`config.mk`:
```
export PLATFORM = sky130hd
export DESIGN_NAME = stack_spill_ctrl
export DESIGN_NICKNAME = d
export VERILOG_FILES = /design/src/rtl/stack_spill_ctrl.sv
export SDC_FILE = /design/constraint.sdc
export NUM_CORES = 1
export LEC_CHECK = 0
export BUFFER_PORTS_ARGS = -buffer_cell sky130_fd_sc_hd__buf_2
export CAP_MARGIN = 20
export CORE_ASPECT_RATIO = 0.7
export CORE_MARGIN = 1.5
export CORE_UTILIZATION = 35
export CTS_CLUSTER_SIZE = 25
export DETAILED_ROUTE_END_ITERATION = 6
export PLACE_DENSITY = 0.62
export SETUP_SLACK_MARGIN = 0.15
export SLEW_MARGIN = 20
export SYNTH_ARGS = -nofsm -noshare
export SYNTH_HDL_FRONTEND = slang
export SYNTH_SLANG_ARGS = --single-unit
```
`constraint.sdc`:
```
create_clock -name CLK -period 5.6 [get_ports CLK]
set_clock_uncertainty 0.05 [all_clocks]
set_input_delay 0.28 -clock CLK [delete_from_list [all_inputs] [get_ports CLK]]
set_output_delay 0.28 -clock CLK [all_outputs]
set_load 0.02 [all_outputs]
```
`src/rtl/stack_spill_ctrl.sv`:
```
// stack_spill_ctrl: tracks on-chip stack buffer occupancy and sequences
// burst spills to / fills from data memory, stalling the core meanwhile.
module stack_spill_ctrl #(
  parameter int              DEPTH      = 16,
  parameter int              BURST      = 4,
  parameter int              AW         = 16,
  parameter logic [AW-1:0]   SPILL_BASE = 16'hF000,
  parameter int              MEM_MAX    = 1024,
  localparam int             OW         = $clog2(DEPTH + 1),
  localparam int             SW         = $clog2(MEM_MAX + 1)
) (
  input  logic          CLK,
  input  logic          reset,
  input  logic          push,
  input  logic          pop,
  output logic          stall,
  output logic          spill_rd,
  output logic          fill_wr,
  output logic          mem_req,
  output logic          mem_we,
  output logic [AW-1:0] mem_addr,
  input  logic          mem_ack,
  output logic [OW-1:0] occ,
  output logic [SW-1:0] spilled,
  output logic          ovf,
  output logic          unf
);

  localparam int             CW        = $clog2(BURST + 1);
  localparam logic [OW-1:0]  OCC_FULL  = OW'(DEPTH);
  localparam logic [CW-1:0]  CNT_BURST = CW'(BURST);

  typedef enum logic [1:0] {
    IDLE  = 2'd0,
    SPILL = 2'd1,
    FILL  = 2'd2
  } state_t;

  state_t        state_q, state_d;
  logic [OW-1:0] occ_q, occ_d;
  logic [SW-1:0] spilled_q, spilled_d;
  logic [CW-1:0] cnt_q, cnt_d;
  logic          ovf_q, ovf_d;
  logic          unf_q, unf_d;

  logic          net_push;
  logic          net_pop;
  logic          spill_fits;
  logic [CW-1:0] fill_len;
  logic          stall_c;
  logic          spill_rd_c;
  logic          fill_wr_c;

  // Replace-top on an empty buffer is a pop-then-push, i.e. a net push.
  assign net_push   = push & (~pop | (occ_q == '0));
  assign net_pop    = pop & ~push;
  assign spill_fits = (32'(spilled_q) + 32'(BURST)) <= 32'(MEM_MAX);
  assign fill_len   = (32'(spilled_q) < 32'(BURST)) ? CW'(spilled_q) : CNT_BURST;

  // Memory request is decoded purely from registered state so it is stable until ack.
  assign mem_req  = (state_q != IDLE);
  assign mem_we   = (state_q == SPILL);
  assign mem_addr = (state_q == SPILL) ? SPILL_BASE + AW'(spilled_q) :
                    (state_q == FILL)  ? SPILL_BASE + AW'(spilled_q) - AW'(1) :
                                         '0;

  assign stall    = stall_c;
  assign spill_rd = spill_rd_c;
  assign fill_wr  = fill_wr_c;
  assign occ      = occ_q;
  assign spilled  = spilled_q;
  assign ovf      = ovf_q;
  assign unf      = unf_q;

  // Next-state, occupancy bookkeeping and the combinational stall/pulse outputs.
  always_comb begin
    state_d    = state_q;
    occ_d      = occ_q;
    spilled_d  = spilled_q;
    cnt_d      = cnt_q;
    ovf_d      = ovf_q;
    unf_d      = unf_q;
    stall_c    = 1'b0;
    spill_rd_c = 1'b0;
    fill_wr_c  = 1'b0;

    case (state_q)
      IDLE: begin
        if (net_push) begin
          if (occ_q != OCC_FULL) begin
            occ_d = occ_q + OW'(1);
          end else if (spill_fits) begin
            stall_c = 1'b1;
            cnt_d   = CNT_BURST;
            state_d = SPILL;
          end else begin
            ovf_d = 1'b1;  // push is dropped
          end
        end else if (net_pop) begin
          if (occ_q != '0) begin
            occ_d = occ_q - OW'(1);
          end else if (spilled_q != '0) begin
            stall_c = 1'b1;
            cnt_d   = fill_len;
            state_d = FILL;
          end else begin
            unf_d = 1'b1;  // pop is dropped
          end
        end
      end

      SPILL: begin
        stall_c = 1'b1;
        if (mem_ack) begin
          spill_rd_c = 1'b1;
          spilled_d  = spilled_q + SW'(1);
          occ_d      = occ_q - OW'(1);
          cnt_d      = cnt_q - CW'(1);
          if (cnt_q == CW'(1)) state_d = IDLE;
        end
      end

      FILL: begin
        stall_c = 1'b1;
        if (mem_ack) begin
          fill_wr_c = 1'b1;
          spilled_d = spilled_q - SW'(1);
          occ_d     = occ_q + OW'(1);
          cnt_d     = cnt_q - CW'(1);
          if (cnt_q == CW'(1)) state_d = IDLE;
        end
      end

      default: state_d = IDLE;
    endcase

    // While reset is asserted nothing is handshaken with the core or the buffer.
    if (!reset) begin
      stall_c    = 1'b0;
      spill_rd_c = 1'b0;
      fill_wr_c  = 1'b0;
    end
  end

  // State registers with synchronous active-low reset; reset aborts any burst.
  always_ff @(posedge CLK) begin
    if (!reset) begin
      state_q   <= IDLE;
      occ_q     <= '0;
      spilled_q <= '0;
      cnt_q     <= '0;
      ovf_q     <= 1'b0;
      unf_q     <= 1'b0;
    end else begin
      state_q   <= state_d;
      occ_q     <= occ_d;
      spilled_q <= spilled_d;
      cnt_q     <= cnt_d;
      ovf_q     <= ovf_d;
      unf_q     <= unf_d;
    end
  end

endmodule

```
==> impl_metrics.csv <==
group,metric,value,unit
floorplan,dieWidth,99.2,µm
cts,clk_latency,0.28,ns
cts,clockBufferDepth,2,
synthesis,ys_warn_count,0,
global_route,grt_usage,0.177,
detailed_routing,wirelength,6.21,mm
global_route,grt_overflow,0,
synthesis,yosys.area.top_type,"dfxtp_1",
detailed_routing,vias,2261,
synthesis,synth_common_cells,"o21ai_0 (26), dfxtp_1 (23), nor2_1 (21), ha_1 (20), nand2_1 (20)",
floorplan,num_io_pins,44,
finish,final_area,2550,µm²
power,power,0.654,mW
power,ir_worst_vdd,0.000110,V
timing,worst-slew-pin-transition,0.803,ns
cts,hold_buffers,0,
synthesis,yosysUniqueCellTypes,60,
hold_path,worstHoldPathType,"reg2reg",
detailed_routing,drc,0,
cts,clk_pin_slew,0.10,ns
cts,ctsRootBufferMaster,"clkbuf_8",
synthesis,synthCells,298,
timing,fmax,342,MHz
synthesis,yosys_most_used_dff,"dfxtp_1",
synthesis,ys_ff_latch,23,
finish,utilization,0.408,
worst_setup_path,critPathMaxFanout,18,
synthesis,syn_area,2270,µm²
cts,cts.sinks,23,
worst_setup_path,critPathKind,"reg2reg",
power,p_leak,1.20,nW
flow_run,max_cap_violations,0,
floorplan,die_area,6970,µm²
finish,fill_cells,662,
cts,ctsResizeCount,0,
detailed_routing,drtIter0Drc,163,
place,place.detailed.hpwl,4.64,mm
worst_setup_path,cp-end-kind,"register",
finish,drive_gt1_frac,0.179,
floorplan,core_region_area,6250,µm²
detailed_routing,viasPerCell,5.56,
synthesis,ys_seq_area_frac,0.203,
cts,cts_tree,"done",
worst_setup_path,cp_data_required_time,5.73,ns
place,placed_cells_incl_taps,403,
synthesis,synth.avg_cell_area,7.60,µm²
timing,min_period,2.92,ns
place,port_buffers,43,
detailed_routing,routedWlPerCell,15.3,µm
timing,slew_violations,0,
run_status,status,"finished clean",
timing,setup_viol,0,
worst_setup_path,rrSetupSlack,2.68,ns
detailed_routing,drt_first_pass_iters,5,
detailed_routing,drtAntennaViolNets,0,
finish,regArea,460,µm²
synthesis,yosysTopAreaCellShare,0.203,
timing,rsz0062_at_grt,"no",
synthesis,yosys.cell_count.top_type,"o21ai_0",
synthesis,synth_fp_nets,324,
timing,relSlewSlack,0.462,
finish,final_cells,407,
cts,h-tree-depth,1,
synthesis,synth_edf_count,0,
worst_setup_path,cp_data_arrival_time,3.05,ns
global_route,grt_pass1_vias,1918,
floorplan,die-height,70.3,µm
worst_setup_path,start_kind,"register",
global_route,grt_pass1_wl,10.0,mm
floorplan,rows,24,
timing,hold_viol,0,
power,power_density,256,nW/µm²
synthesis,synth_area_leaders,"dfxtp_1 (20%), ha_1 (11%), o21ai_0 (5.7%), xnor2_1 (4.6%), a21oi_1 (4.2%)",
timing,period_share,0.522,
cts,postCtsSetupRepairBufs,0,
synthesis,async_flop_share,0,
global_route,antenna_found_initial,0,
finish,areaGrowthSynthToFinish,12.6,%
place,gp_congestion,0.869,
place,placed_area,2500,µm²
floorplan,initial_core_util,0.363,
finish,multi_input_area,1660,µm²
timing,fin_setup_tns,0,ns
global_route,grt_start_max_net_pins,34,
finish,antenna_cells,0,
cts,numCtsBuffers,3,
finish,layout.nets,356,
==> state kept, by name, indices dropped and copies added, names as in the netlist <==
name	flops
cnt_q	3
unf	1
occ	5
ovf	1
state_q	2
spilled	11
==> cell usage in the layout, fill, tap and decap left out, types with 3 or more instances in the layout <==
master	netlist	routed
or3_1	4	4
and3_1	7	7
mux2i_1	4	4
nand2b_1	5	5
a21o_1	3	3
xnor2_1	12	12
buf_2	2	43
nor2_1	21	21
inv_1	16	16
nor4_1	4	4
nand3_1	11	11
nand2_1	20	20
nand4_1	3	3
o21a_1	5	5
nor3b_1	3	3
a31oi_1	3	3
nor2b_1	4	4
or2_2	3	3
clkbuf_8	0	3
ha_1	20	20
and2_1	6	6
dfxtp_1	23	23
o31ai_1	3	3
xor2_1	3	3
o21ai_0	26	26
nor3_1	14	14
a21oi_1	19	19
==> worst max-delay path, cell delays in order (launching register included) <==
cell and delay, ns:
dfxtp_1 0.35, inv_1 0.10, ha_1 0.61, inv_1 0.27
fa_1 0.47, nor2b_1 0.21, o31ai_1 0.09, a21oi_1 0.16
mux2i_1 0.25, nand3_1 0.09, and3b_1 0.16
==> layer usage <==
layer	GRT usage	wire length, µm	share of wire	up-vias
li1	-	-	-	1150
met4	0.0266	28	0.0045	0
met3	0.0280	382	0.062	2
met1	0.293	3370	0.54	1040
met2	0.237	2430	0.39	69
met5	0	0	0	-
==> where the power goes <==
| part | switching [mW] | internal (mW) | leakage [nW] | total (mW) |
|---|---|---|---|---|
| Clock | 0.0636 | 0.0500 | 0.0255 | 0.114 |
| Sequential | 0.0365 | 0.182 | 0.186 | 0.218 |
| Combinational | 0.185 | 0.137 | 0.983 | 0.322 |
| Total | 0.285 | 0.368 | 1.20 | 0.654 |
==> cells by family after synthesis <==
logic type,Yosys count,synth area share
compound gates,85,0.253
xor+xnor,15,0.0580
fa+ha+maj,21,0.119
buf+inv,33,0.0624
flops,23,0.203
mux,5,0.0226
simple gates,116,0.282
==> stage by stage <==
step / worst slack [ns] / hold WS, ns
final: 2.68 / 0.421
after global routing: 2.49 / 0.454
after CTS: 2.72 / 0.429
after detailed placement: 2.73 / 0.407
after global placement: 2.84 / 0.396
after floorplan: 3.07 / 0.379
==> path summary, 6_finish.rpt <==
path              start          end  depth (start not counted)
max          state_q[0]  spilled[10]                         10
min            cnt_q[1]     cnt_q[1]                          2
max reg2reg  state_q[0]  spilled[10]                         10
min reg2reg    cnt_q[1]     cnt_q[1]                          2
==> area by class of cell <==
type,instances,share of cell area
multi-input combinational,242,0.652
sequential,23,0.180
timing repair buffer,44,0.0873
tap,78,0.0383
inverter,16,0.0235
clock buffer,3,0.0162
clock inverter,1,0.00196
Power figures use the tool's default switching activity.
